==> config.mk <==
export PLATFORM = sky130hd
export DESIGN_NAME = mm_mem_access
export DESIGN_NICKNAME = d
export VERILOG_FILES = /design/src/rtl/mm_pkg.sv /design/src/rtl/mm_store_align.sv /design/src/rtl/mm_mem_access.sv
export SDC_FILE = /design/constraint.sdc
export NUM_CORES = 1
export LEC_CHECK = 0
export ABC_AREA = 1
export CORE_AREA = 2 2 84 86
export CTS_CLUSTER_SIZE = 16
export DETAILED_ROUTE_END_ITERATION = 10
export DIE_AREA = 0 0 86 88
export DONT_BUFFER_PORTS = 1
export GPL_TIMING_DRIVEN = 0
export PLACE_DENSITY = 0.48
export SLEW_MARGIN = 20
export SYNTH_ARGS = -nofsm -noshare
export SYNTH_HDL_FRONTEND = slang
export SYNTH_SLANG_ARGS = --single-unit
==> constraint.sdc <==
create_clock -name clk -period 2.88 [get_ports clk]
set_input_delay 0.432 -clock clk [delete_from_list [all_inputs] [get_ports clk]]
set_output_delay 0.432 -clock clk [all_outputs]
set_load 0.01 [all_outputs]
==> src/rtl/mm_pkg.sv <==
`default_nettype none
// ============================================================================
//  Module   : mm_pkg
//  Brief    : Shared types and constants for the MEM-stage access controller:
//             FSM state encoding, access-size encodings, width defaults.
//  Revision : 1.0 - initial release
// ============================================================================
package mm_pkg;

    localparam int ADDR_W_DEF = 32;
    localparam int DATA_W_DEF = 32;

    // Access-size encodings as carried on mem_size_i / data_sram_size_o
    localparam logic [1:0] MEM_B = 2'd0;
    localparam logic [1:0] MEM_H = 2'd1;
    localparam logic [1:0] MEM_W = 2'd2;

    // Access FSM states
    typedef enum logic [2:0] {
        ST_IDLE = 3'd0,
        ST_REQ  = 3'd1,
        ST_WAIT = 3'd2,
        ST_HOLD = 3'd3,
        ST_DROP = 3'd4
    } mm_state_e;

endpackage : mm_pkg
`default_nettype wire

==> src/rtl/mm_store_align.sv <==
`default_nettype none
// ============================================================================
//  Module   : mm_store_align
//  Brief    : Builds byte strobes and lane-replicated store data from the
//             access size and the low address bits. Purely combinational.
//  Revision : 1.0 - initial release
// ============================================================================
module mm_store_align
    import mm_pkg::*;
(
    input  logic [1:0]  size,
    input  logic [1:0]  addr_lo,
    input  logic [31:0] wdata,
    output logic [3:0]  wstrb,
    output logic [31:0] wdata_rep
);

    // Select strobe pattern and replicate the right-aligned data to every lane
    always_comb begin
        wstrb     = 4'b1111;
        wdata_rep = wdata;
        case (size)
            MEM_B: begin
                wstrb     = 4'b0001 << addr_lo;
                wdata_rep = {4{wdata[7:0]}};
            end
            MEM_H: begin
                wstrb     = 4'b0011 << {addr_lo[1], 1'b0};
                wdata_rep = {2{wdata[15:0]}};
            end
            default: begin
                // Word (and the unused encoding 3) write the whole word
                wstrb     = 4'b1111;
                wdata_rep = wdata;
            end
        endcase
    end

endmodule : mm_store_align
`default_nettype wire

==> src/rtl/mm_mem_access.sv <==
`default_nettype none
// ============================================================================
//  Module   : mm_mem_access
//  Brief    : MEM-stage memory-access controller of the dual-issue pipeline.
//             Issues one load/store per stage occupancy on line1 over an
//             sram-like req/addr_ok/data_ok port, generates the stage
//             handshake, and swallows responses orphaned by flushes.
//  Options  : MM_STALL_CNT_EN - adds stall_cnt_o, a free-running count of
//             cycles where the stage is occupied but not ready to go.
//  Revision : 1.0 - initial release
// ============================================================================
module mm_mem_access
    import mm_pkg::*;
#(
    parameter int ADDR_W = ADDR_W_DEF,
    parameter int DATA_W = DATA_W_DEF   // only 32 is supported
) (
    input  logic              clk,
    input  logic              rst_n,
    input  logic              line1_valid_i,
    input  logic              line2_valid_i,
    input  logic              next_allowin_i,
    output logic              now_allowin_o,
    output logic              line1_to_next_valid_o,
    output logic              line2_to_next_valid_o,
    input  logic              excep_flush_i,
    input  logic              mem_en_i,
    input  logic              mem_we_i,
    input  logic [1:0]        mem_size_i,
    input  logic [ADDR_W-1:0] mem_addr_i,
    input  logic [DATA_W-1:0] mem_wdata_i,
    input  logic              line1_excep_en_i,
    output logic              data_sram_req_o,
    output logic              data_sram_wr_o,
    output logic [1:0]        data_sram_size_o,
    output logic [3:0]        data_sram_wstrb_o,
    output logic [ADDR_W-1:0] data_sram_addr_o,
    output logic [DATA_W-1:0] data_sram_wdata_o,
    input  logic              data_sram_addr_ok_i,
    input  logic              data_sram_data_ok_i,
    input  logic [DATA_W-1:0] data_sram_rdata_i,
    output logic [DATA_W-1:0] load_rdata_o
`ifdef MM_STALL_CNT_EN
    ,
    output logic [31:0]       stall_cnt_o
`endif
);

    mm_state_e          r_state;
    mm_state_e          w_next_state;
    logic [DATA_W-1:0]  r_rdata_q;
    logic               w_capture;
    logic               w_mem_op;
    logic               w_need_req;
    logic               w_ready_go;

    // line1 holds an access that is allowed to touch memory
    assign w_mem_op   = line1_valid_i & mem_en_i & ~line1_excep_en_i;
    assign w_need_req = w_mem_op & ~excep_flush_i;

    // Request fields follow the inputs directly; meaningful only while req = 1
    assign data_sram_req_o  = w_need_req & ((r_state == ST_IDLE) | (r_state == ST_REQ));
    assign data_sram_wr_o   = mem_we_i;
    assign data_sram_size_o = mem_size_i;
    assign data_sram_addr_o = mem_addr_i;

    mm_store_align u_store_align (
        .size      (mem_size_i),
        .addr_lo   (mem_addr_i[1:0]),
        .wdata     (mem_wdata_i),
        .wstrb     (data_sram_wstrb_o),
        .wdata_rep (data_sram_wdata_o)
    );

    // Stage may advance once its access has its response (or has none)
    assign w_ready_go = ~w_mem_op
                      | ((r_state == ST_WAIT) & data_sram_data_ok_i)
                      | (r_state == ST_HOLD);

    // DROP blocks new entries so a fresh access never meets a stale response
    assign now_allowin_o = (r_state != ST_DROP)
                         & (~(line1_valid_i | line2_valid_i) | (w_ready_go & next_allowin_i));

    assign line1_to_next_valid_o = line1_valid_i & w_ready_go & ~excep_flush_i;
    assign line2_to_next_valid_o = line2_valid_i & w_ready_go & ~excep_flush_i;

    // Live response while waiting, otherwise the word parked by HOLD
    assign load_rdata_o = (r_state == ST_WAIT) ? data_sram_rdata_i : r_rdata_q;

    // Next-state logic; responses in IDLE/REQ are protocol errors and ignored
    always_comb begin
        w_next_state = r_state;
        w_capture    = 1'b0;
        case (r_state)
            ST_IDLE, ST_REQ: begin
                if (w_need_req & data_sram_addr_ok_i) w_next_state = ST_WAIT;
                else if (w_need_req)                  w_next_state = ST_REQ;
                else                                  w_next_state = ST_IDLE;
            end
            ST_WAIT: begin
                if (data_sram_data_ok_i) begin
                    if (excep_flush_i | next_allowin_i) begin
                        w_next_state = ST_IDLE;
                    end else begin
                        w_next_state = ST_HOLD;
                        w_capture    = 1'b1;
                    end
                end else if (excep_flush_i) begin
                    w_next_state = ST_DROP;
                end
            end
            ST_HOLD: begin
                if (next_allowin_i | excep_flush_i) w_next_state = ST_IDLE;
            end
            ST_DROP: begin
                if (data_sram_data_ok_i) w_next_state = ST_IDLE;
            end
            default: w_next_state = ST_IDLE;
        endcase
    end

    // State register and held read word
    always_ff @(posedge clk) begin
        if (!rst_n) begin
            r_state   <= ST_IDLE;
            r_rdata_q <= '0;
        end else begin
            r_state <= w_next_state;
            if (w_capture) r_rdata_q <= data_sram_rdata_i;
        end
    end

`ifdef MM_STALL_CNT_EN
    logic [31:0] r_stall_cnt;

    // Count occupied-but-not-ready cycles; wraps naturally at 2^32
    always_ff @(posedge clk) begin
        if (!rst_n) begin
            r_stall_cnt <= '0;
        end else if ((line1_valid_i | line2_valid_i) & ~w_ready_go) begin
            r_stall_cnt <= r_stall_cnt + 32'd1;
        end
    end

    assign stall_cnt_o = r_stall_cnt;
`endif

endmodule : mm_mem_access
`default_nettype wire

==> out/results.txt, run 1 <==
status - completed
clock buffer count from CTS - 5
Die Ht - 88 µm
Mapped Nets - 525
pwr/cell area - 386.2 nW/µm²
FF-to-FF setup slack - 1.49 ns
post_cts resized - 0
Peak Freq - 0.4937 GHz
Slew Limit Fails - 0
Hold Startpoint - rst_n
CP cell instances - inv_2 -> nand3_4 -> buf_1 -> nand2_1 -> nand2_1
Peak VDD IR - 0.3329 mV
CP delay by family, top - buffers and inverters
Final period util - 0.7033
Mapped Area - 2446 µm²
worst skew pair latency - 0.29 ns
Initial DRC Count - 99
Hold Crit Depth - 2
crit path time final - 2.025 ns
Final Hold Viols - 0
first-pass iteration count of the detailed router - 4
post-synthesis async set-or-reset flop share - 0
Crit path top cell by count - nand2_1
Post-CTS Setup Repair Bufs - 0
RSZ-0062 raised after global routing - false
sequential cell area - 700.7 µm²
dominant cell type by area after synthesis - dfxtp_1
RePlAce Congestion - 0.8204
Synth Instances - 416
crit path max fanout - 10
Critical Path Max Stage Delay - 0.41 ns
total grt overflow - 0
DRC viols - 0
syn_area_per_cell - 5.880 µm²
Core Area - 6644 µm²
maxcap violations - 0
final setup margin - 0.8545 ns
Synth top area share - 0.2864
Final Routed Wirelength - 7999 µm
Synth cell types - 19
PortBufs - 0
Least-Margin Pin Slew - 0.4594 ns
P_leak - 1.413 nW
vias in the first global route - 2231
dpl ws - 1.084 ns
startpoint class of the critical path - register
die width - 86 µm
Post-Route Skew - 0.007616 ns
YS warnings - 0
row cnt - 30
CP required - 2.45 ns
Synth area leaders - dfxtp_1 (29%), nand2_1 (23%), buf_4 (14%), nor2_1 (12%), o21ai_0 (5.7%)
Final TNS setup - 0 ns
most frequent cells after synthesis - nand2_1 (153), nor2_1 (78), buf_4 (46)
total global-route track usage - 0.1939
reg2reg end - r_rdata_q[23]
Ant. Diodes - 0
hold crit path type - in -> reg
H-tree levels - 2
via/cell ratio - 4.929
root buf cell - clkbuf_8
placed cell area - 2546 µm²
clk slew on worst S/H paths - 0.08 ns
footprint of the multi-input gates - 1230 µm²
Synth Register Bits - 35
die footprint - 7568 µm²
normalized max-slew margin - 0.6905
r2r worst-path depth - 6
CTS tree - yes
post-DP HPWL - 6361 µm
global-route wire length before repair - 11370 µm
Critical R2R Launch - r_state[1]
Hold EP - r_rdata_q[20]
# clock sinks - 35
Initial Util - 0.3682
slowest CP cell - dfxtp_1
EDFF count, synth - 0
CP arrival - 1.59 ns
design area - 2631 µm²
top-level port count - 216
Seq/Total Area, Yosys - 0.2864
most common cell in the netlist - nand2_1
synthesis-to-finish area growth - 7.570%
Layout fillers - 738
CTS max path bufs - 2
via count - 2484
Synth Flop Type - dfxtp_1
CP Buf/Inv Count - 2
hold buffer count at cts - 0
initial antenna violation count - 0
crit end category - output pin
antenna viol nets, final - 0
nets@finish - 532
WL/cell - 15.87 µm
share of cells above drive strength 1 - 0.1509
final setup fails - 0
pin count of the biggest net entering global routing - 12
CP Depth - 5
worst setup path class - reg -> out
==> flip-flops by register name (all words and copies together) (netlist names) <==
signal	flops
r_state	3
r_rdata_q	32
==> worst max path at each step <==
stage,from,endpoint
floorplan,mem_size_i[0],data_sram_wdata_o[30]
global placement,mem_size_i[0],data_sram_wdata_o[15]
detailed placement,mem_size_i[0],data_sram_wdata_o[15]
CTS,r_state[1],load_rdata_o[21]
global route,r_state[1],load_rdata_o[29]
finish,r_state[2],load_rdata_o[23]
==> cell type report <==
type | count | share of cell area
Multi-Input combinational cell | 297 | 0.4674
Sequential cell | 35 | 0.2663
Tap cell | 80 | 0.03804
Clock buffer | 6 | 0.02758
Inverter | 22 | 0.03138
Buffer | 62 | 0.1645
Clock inverter | 2 | 0.004755
==> cells in the final DEF (no fill, tap or decap) <==
master,instances
clkbuf_8,5
buf_4,46
clkinvlp_4,1
nand2_1,153
nand3_1,8
a21oi_1,4
o21ai_0,28
clkbuf_1,6
nor3_1,1
nor2_4,1
o211ai_1,5
o21ai_1,17
inv_1,20
clkinv_2,1
dfxtp_1,35
nand4_1,1
buf_6,3
buf_1,4
nand3_4,1
inv_2,2
nor2_1,78
buf_2,4
==> kinds of logic (layout without fill, tap and decap cells) <==
group	after synthesis	after routing	share of synthesized area
AND/OR/NAND/NOR	243	243	0.3872
AO/OA/AOI/OAI	54	54	0.1156
flip-flops	35	35	0.2864
buffers and inverters	84	92	0.2107
==> where the power goes <==
group | internal (mW) | total (mW) | switching, mW
clock network | 0.169 | 0.359 | 0.190
logic | 0.0643 | 0.171 | 0.106
registers | 0.485 | 0.487 | 0.00133
==> stage by stage <==
step	hold WS (ns)	util	std cells	power, mW
2_1_floorplan	0.4625	-	416	0.6445
3_3_place_gp	0.4764	0.3832	496	0.6705
3_5_place_dp	0.4828	0.3832	496	0.6697
4_1_cts	0.2561	0.3960	504	1.028
5_1_grt	0.2525	0.3960	504	1.065
6_report	0.2677	0.3960	504	1.016
==> per-layer routing <==
layer,share of wire,vias up,global-route usage
li1,-,1257,-
met1,0.42,1103,0.2356
met2,0.49,118,0.3425
met3,0.079,6,0.04995
met4,0.0089,0,0.04762
met5,0,-,0
Power figures use the tool's default switching activity.
==> inputs of run 2 (changes only) <==
--- a/config.mk
+++ b/config.mk
@@ -5,14 +5,14 @@
 export SDC_FILE = /design/constraint.sdc
 export NUM_CORES = 1
 export LEC_CHECK = 0
-export ABC_AREA = 1
-export CORE_AREA = 2 2 84 86
+export ABC_AREA = 0
+export CORE_AREA = 2 2 83 85
 export CTS_CLUSTER_SIZE = 16
 export DETAILED_ROUTE_END_ITERATION = 10
-export DIE_AREA = 0 0 86 88
+export DIE_AREA = 0 0 85 87
 export DONT_BUFFER_PORTS = 1
 export GPL_TIMING_DRIVEN = 0
-export PLACE_DENSITY = 0.48
+export PLACE_DENSITY = 0.5
 export SLEW_MARGIN = 20
 export SYNTH_ARGS = -nofsm -noshare
 export SYNTH_HDL_FRONTEND = slang
==> constraint.sdc (replaced) <==
create_clock -name clk -period 1.9 [get_ports clk]
set_input_delay 0.285 -clock clk [delete_from_list [all_inputs] [get_ports clk]]
set_output_delay 0.285 -clock clk [all_outputs]
set_load 0.01 [all_outputs]
==> run 2 against run 1 <==
  * Critical path depth is the same
  * Combinational power grew 58%
  * Non-clock buffer count increased by 5
  * Die area fell by 2.3%
  * Via count is 19% lower
  * Largest cell class unchanged
  * Cell area increased by 6.7%
  * Clock power grew 48%
  * Final cell count down 22%
  * Sequential power up 51%
  * First-iteration DRC count down 38%
  * Worst setup slack lost 0.83 ns
==> out/results.txt, run 2 <==
final setup margin - 0.02280 ns (-0.8317 ns)
most common cell after layout, fill and taps aside - nand2_1
max reg flops - 32 (unchanged)
hold crit path type - in -> reg
most common cell in the netlist - nand2_1
Synth top area share - 0.2821 (-0.004329)
normalized max-slew margin - 0.5064 (-0.1841)
EDFF count, synth - 0 (unchanged)
Slew Limit Fails - 0 (unchanged)
CP required - 1.62 ns (-0.83 ns)
Mapped Nets - 410 (-22%)
CP arrival - 1.59 ns (about the same)
synthesis-to-finish area growth - 13.05%
CTS tree - yes
Die Ht - 87 µm (-1.1%)
Seq/Total Area, Yosys - 0.2821 (-0.004329)
Initial DRC Count - 61 (-38%)
top-level port count - 216 (unchanged)
post-synthesis async set-or-reset flop share - 0 (unchanged)
Core Area - 6569 µm² (-1.1%)
Synth area leaders - dfxtp_1 (28%), mux2_2 (22%), buf_4 (13%), nand2_1 (10%), a21oi_1 (7.3%)
Synth cell types - 30 (+11)
dpl ws - -0.02496 ns (-1.109 ns)
fin cells - 395 (-22%)
nets@finish - 424 (-20%)
Critical Path Max Stage Delay - 0.38 ns (-0.03 ns)
via count - 2008 (-19%)
RePlAce Congestion - 0.7482 (-8.8%)
total global-route track usage - 0.1576 (-0.03625)
placed cell area - 2584 µm² (+1.5%)
vias in the first global route - 1841 (-17%)
worst setup path class - reg -> out
clock buffer count from CTS - 5 (unchanged)
Least-Margin Pin Slew - 0.7337 ns (+0.2743 ns)
initial antenna violation count - 0 (unchanged)
Ant. Diodes - 0 (unchanged)
design area - 2808 µm² (+6.7%)
YS warnings - 0 (unchanged)
total grt overflow - 0 (unchanged)
CP cell instances - nand2b_4 -> nor2_4 -> buf_12 -> buf_8 -> mux2_2
crit path time final - 1.877 ns
biggest regs - r_rdata_q (32), r_state (3)
Synth Register Bits - 35 (unchanged)
DRC viols - 0 (unchanged)
maxcap violations - 0 (unchanged)
Final Routed Wirelength - 6346 µm (-21%)
pwr/cell area - 548.7 nW/µm² (+42%)
Peak VDD IR - 0.2471 mV (-26%)
# clock sinks - 35 (unchanged)
most frequent cells after synthesis - nand2_1 (66), mux2_2 (48), buf_4 (43)
Final period util - 0.9880
CTS max path bufs - 2 (unchanged)
post-DP HPWL - 4888 µm (-23%)
via/cell ratio - 5.084 (+3.1%)
clk slew on worst S/H paths - 0.07 ns (about the same)
Final Hold Viols - 0 (unchanged)
antenna viol nets, final - 0 (unchanged)
most frequent cells in the layout - nand2_1 (66), buf_4 (48), mux2_2 (44)
Post-Route Skew - 0.002826 ns (-0.004790 ns)
WL/cell - 16.07 µm (+1.2%)
final setup fails - 0 (unchanged)
row cnt - 30 (unchanged)
status - completed
die width - 85 µm (-1.2%)
dominant cell type by area after synthesis - dfxtp_1
Peak Freq - 0.5327 GHz
startpoint class of the critical path - register
global-route wire length before repair - 9473 µm (-17%)
share of cells above drive strength 1 - 0.4127 (+0.2618)
crit end category - output pin
CP delay by family, top - multiplexers
CP Buf/Inv Count - 2 (unchanged)
crit path max fanout - 10 (unchanged)
root buf cell - clkbuf_8
PortBufs - 0 (unchanged)
slowest CP cell - mux2_2
RSZ-0062 raised after global routing - true
Initial Util - 0.3781 (+0.009922)
Synth Instances - 301 (-28%)
Synth Flop Type - dfxtp_1
placed insts - 381 (-23%)
die footprint - 7395 µm² (-2.3%)
H-tree levels - 2 (unchanged)
P_leak - 1.108 nW (-22%)
syn_area_per_cell - 8.251 µm² (+40%)
Mapped Area - 2484 µm² (+1.5%)
first-pass iteration count of the detailed router - 4 (unchanged)
pin count of the biggest net entering global routing - 11 (-1)
worst skew pair latency - 0.27 ns (-0.02 ns)
register bank with the most flops - r_rdata_q
==> run 2: what timing repair did <==
action | CTS | global route
pin swaps | 0 | 1
setup endpoints to repair | 31 | 30
hold buffers | 0 | 0
setup buffers | 0 | 6
resized for setup | 6 | 10
gates cloned | 0 | 1
==> run 2: cell families (layout without fill, tap and decap cells) <==
kind of cell,after synthesis,count (layout),share of synthesized area
compound gates,51,51,0.1149
buf+inv,62,76,0.1753
flops,35,35,0.2821
mux,56,56,0.2499
simple gates,97,97,0.1778
==> run 2: layer usage <==
metal | share of wire | routed length (µm) | global-route usage | up-vias
li1 | - | - | - | 994
met3 | 0.097 | 614 | 0.05308 | 2
met2 | 0.47 | 2953 | 0.2301 | 105
met5 | 0 | 0 | 0 | -
met4 | 0.0039 | 25 | 0.03175 | 0
met1 | 0.43 | 2751 | 0.2261 | 907
==> run 2: through the flow <==
step | power [mW] | TNS, ns | hold WS (ns) | utilization
2_1_floorplan | 0.9876 | 0 | 0.4209 | -
3_3_place_gp | 1.019 | -0.4644 | 0.4231 | 0.3933
3_5_place_dp | 1.018 | -0.1619 | 0.4286 | 0.3933
4_1_cts | 1.562 | -0.2913 | 0.1250 | 0.4091
5_1_grt | 1.615 | -0.2924 | 0.1240 | 0.4274
6_report | 1.541 | 0 | 0.1391 | 0.4274
==> run 2: final timing paths <==
check	from	end	slack [ns]	depth (start not counted)
max	r_state[2]	load_rdata_o[30]	0.02	5
min	data_sram_rdata_i[5]	r_rdata_q[5]	0.14	2
max reg2reg	r_state[2]	r_rdata_q[15]	0.22	6
min reg2reg	r_rdata_q[7]	r_rdata_q[7]	0.46	2
==> run 2: area by class of cell <==
| class | count | area, µm² |
|---|---|---|
| Buffer | 60 | 457.9 |
| Clock buffer | 6 | 82.58 |
| Clock inverter | 1 | 5.005 |
| Fill cell | 648 | 3761 |
| Inverter | 2 | 7.507 |
| Multi-Input combinational cell | 204 | 1370 |
| Sequential cell | 35 | 701.9 |
| Tap cell | 80 | 100.1 |
| Timing Repair Buffer | 7 | 82.58 |
==> run 2: worst register-to-register path: stages (launching register included) <==
cell,delay (ns)
dfxtp_1,0.35
nand2b_4,0.18
buf_4,0.14
nor4_2,0.40
buf_2,0.32
nand2_1,0.10
a21oi_1,0.11
==> run 2: power by group <==
part	total (mW)	internal (mW)	leakage [nW]	switching (mW)
clock network	0.533	0.284	0.0470	0.249
registers	0.737	0.735	0.282	0.00161
logic	0.271	0.127	0.779	0.144
==> inputs of run 3 (changes only) <==
--- a/config.mk
+++ b/config.mk
@@ -13,6 +13,7 @@
 export DONT_BUFFER_PORTS = 1
 export GPL_TIMING_DRIVEN = 0
 export PLACE_DENSITY = 0.5
+export RECOVER_POWER = 50
 export SLEW_MARGIN = 20
 export SYNTH_ARGS = -nofsm -noshare
 export SYNTH_HDL_FRONTEND = slang
==> run 3 against run 2 <==
  * Hold slack got worse by 0.0018 ns
  * Clock power increased by 0.9%
  * Critical endpoint unchanged
  * Largest power group unchanged
  * First-iteration DRC count decreased by 6.6%
==> out/results.txt, run 3 (synthesis results as in run 2) <==
status - completed
crit end category - output pin
Final Hold Viols - 0 (unchanged)
Post-Route Skew - 0.003308 ns (+0.0004820 ns)
post-DP HPWL - 4888 µm (unchanged)
r2r worst-path depth - 6 (unchanged)
design area - 2646 µm² (-5.7%)
Final Routed Wirelength - 6394 µm (+0.76%)
CP arrival - 1.59 ns (about the same)
DRC viols - 0 (unchanged)
worst skew pair latency - 0.27 ns (about the same)
PortBufs - 0 (unchanged)
pin count of the biggest net entering global routing - 11 (unchanged)
Initial DRC Count - 57 (-6.6%)
max reg flops - 32 (unchanged)
die width - 85 µm (unchanged)
RePlAce Congestion - 0.7482 (unchanged)
placed cell area - 2584 µm² (unchanged)
clock buffer count from CTS - 5 (unchanged)
normalized max-slew margin - 0.5064 (about the same)
Slew Limit Fails - 0 (unchanged)
maxcap violations - 0 (unchanged)
initial antenna violation count - 0 (unchanged)
Core Area - 6569 µm² (unchanged)
die footprint - 7395 µm² (unchanged)
root buf cell - clkbuf_8
CTS tree - yes
Ant. Diodes - 0 (unchanged)
Final Hold Slack - 0.1373 ns (-0.001797 ns)
top-level port count - 216 (unchanged)
most frequent cells in the layout - nand2_1 (66), clkbuf_1 (50), mux2_2 (44)
final setup fails - 0 (unchanged)
synthesis-to-finish area growth - 6.549%
global-route wire length before repair - 9473 µm (unchanged)
register bank with the most flops - r_rdata_q
Final TNS setup - 0 ns (unchanged)
vias in the first global route - 1841 (unchanged)
Die Ht - 87 µm (unchanged)
pwr/cell area - 570.2 nW/µm² (+3.9%)
reg2reg end - r_rdata_q[15]
Peak VDD IR - 0.2498 mV (+1.1%)
placed insts - 381 (unchanged)
Peak Freq - 0.5327 GHz (about the same)
fin cells - 395 (unchanged)
Initial Util - 0.3781 (unchanged)
crit path time final - 1.877 ns (+0.00004470 ns)
CP Launch Point - r_state[2]
# clock sinks - 35 (unchanged)
CP required - 1.62 ns (about the same)
total global-route track usage - 0.1576 (unchanged)
Final period util - 0.9880 (about the same)
FF-to-FF setup slack - 0.22 ns (about the same)
nets@finish - 424 (unchanged)
first-pass iteration count of the detailed router - 4 (unchanged)
CTS max path bufs - 2 (unchanged)
RSZ-0062 raised after global routing - true
Layout fillers - 698 (+7.7%)
footprint of the multi-input gates - 1370 µm² (unchanged)
row cnt - 30 (unchanged)
antenna viol nets, final - 0 (unchanged)
WL/cell - 16.19 µm (+0.76%)
crit path capture - load_rdata_o[30]
crit path max fanout - 10 (unchanged)
via count - 2009 (+0.050%)
sequential cell area - 701.9 µm² (unchanged)
total grt overflow - 0 (unchanged)
startpoint class of the critical path - register
share of cells above drive strength 1 - 0.2762 (-0.1365)
worst setup path class - reg -> out
Least-Margin Pin Slew - 0.7336 ns (-0.00005400 ns)
clk slew on worst S/H paths - 0.07 ns (about the same)
Power Total - 1.509 mW (-2.1%)
most common cell after layout, fill and taps aside - nand2_1
biggest regs - r_rdata_q (32), r_state (3)
H-tree levels - 2 (unchanged)
via/cell ratio - 5.086 (about the same)
P_leak - 0.9526 nW (-14%)
Critical R2R Launch - r_state[2]
hold crit path type - in -> reg
[run 3: worst min-delay path by stage]
stage | start | to | depth (start not counted)
2_1_floorplan | data_sram_rdata_i[12] | r_rdata_q[12] | 2
3_3_place_gp | data_sram_rdata_i[26] | r_rdata_q[26] | 2
3_5_place_dp | data_sram_rdata_i[16] | r_rdata_q[16] | 2
4_1_cts | data_sram_rdata_i[8] | r_rdata_q[8] | 2
5_1_grt | data_sram_rdata_i[20] | r_rdata_q[20] | 2
6_report | data_sram_rdata_i[8] | r_rdata_q[8] | 2
[run 3: routing by layer]
metal | track usage | routed length, µm
met5 | 0 | 0
met1 | 0.2261 | 2799
met3 | 0.05308 | 622
met4 | 0.03175 | 25
met2 | 0.2301 | 2945
[run 3: through the flow]
step	util	setup WS (ns)
2_1_floorplan	-	0.3133
3_3_place_gp	0.3933	-0.03196
3_5_place_dp	0.3933	-0.02496
4_1_cts	0.4091	-0.02585
5_1_grt	0.4029	-0.02275
6_report	0.4029	0.02275
[run 3: repair_timing]
item | CTS | global route
buffers inserted | 0 | 6
endpoints found under the setup margin | 31 | 30
resized for setup | 6 | 10
hold buffers | 0 | 0
pin swaps | 0 | 1
gates cloned | 0 | 1
[run 3: layout make-up]
cell class | count | area share
clock inverters | 1 | 0.001891
inverters | 2 | 0.002837
multi-input cells | 204 | 0.5177
clock buffers | 6 | 0.03121
plain buffers | 60 | 0.1121
well taps | 80 | 0.03783
repair buffers | 7 | 0.03121
flip-flops and latches | 35 | 0.2652
[run 3: critical path: stages, from the launching register on]
cell      delay (ns)
dfxtp_1         0.35
nand2b_4        0.18
nor2_4          0.13
buf_12          0.14
buf_8           0.14
mux2_2          0.38
[run 3: report_power, final]
part	switching (mW)	total, mW	leakage (nW)	internal [mW]
Sequential	0.00162	0.737	0.282	0.735
Clock	0.254	0.538	0.0470	0.284
Combinational	0.144	0.234	0.623	0.0900
Total	0.399	1.51	0.953	1.11
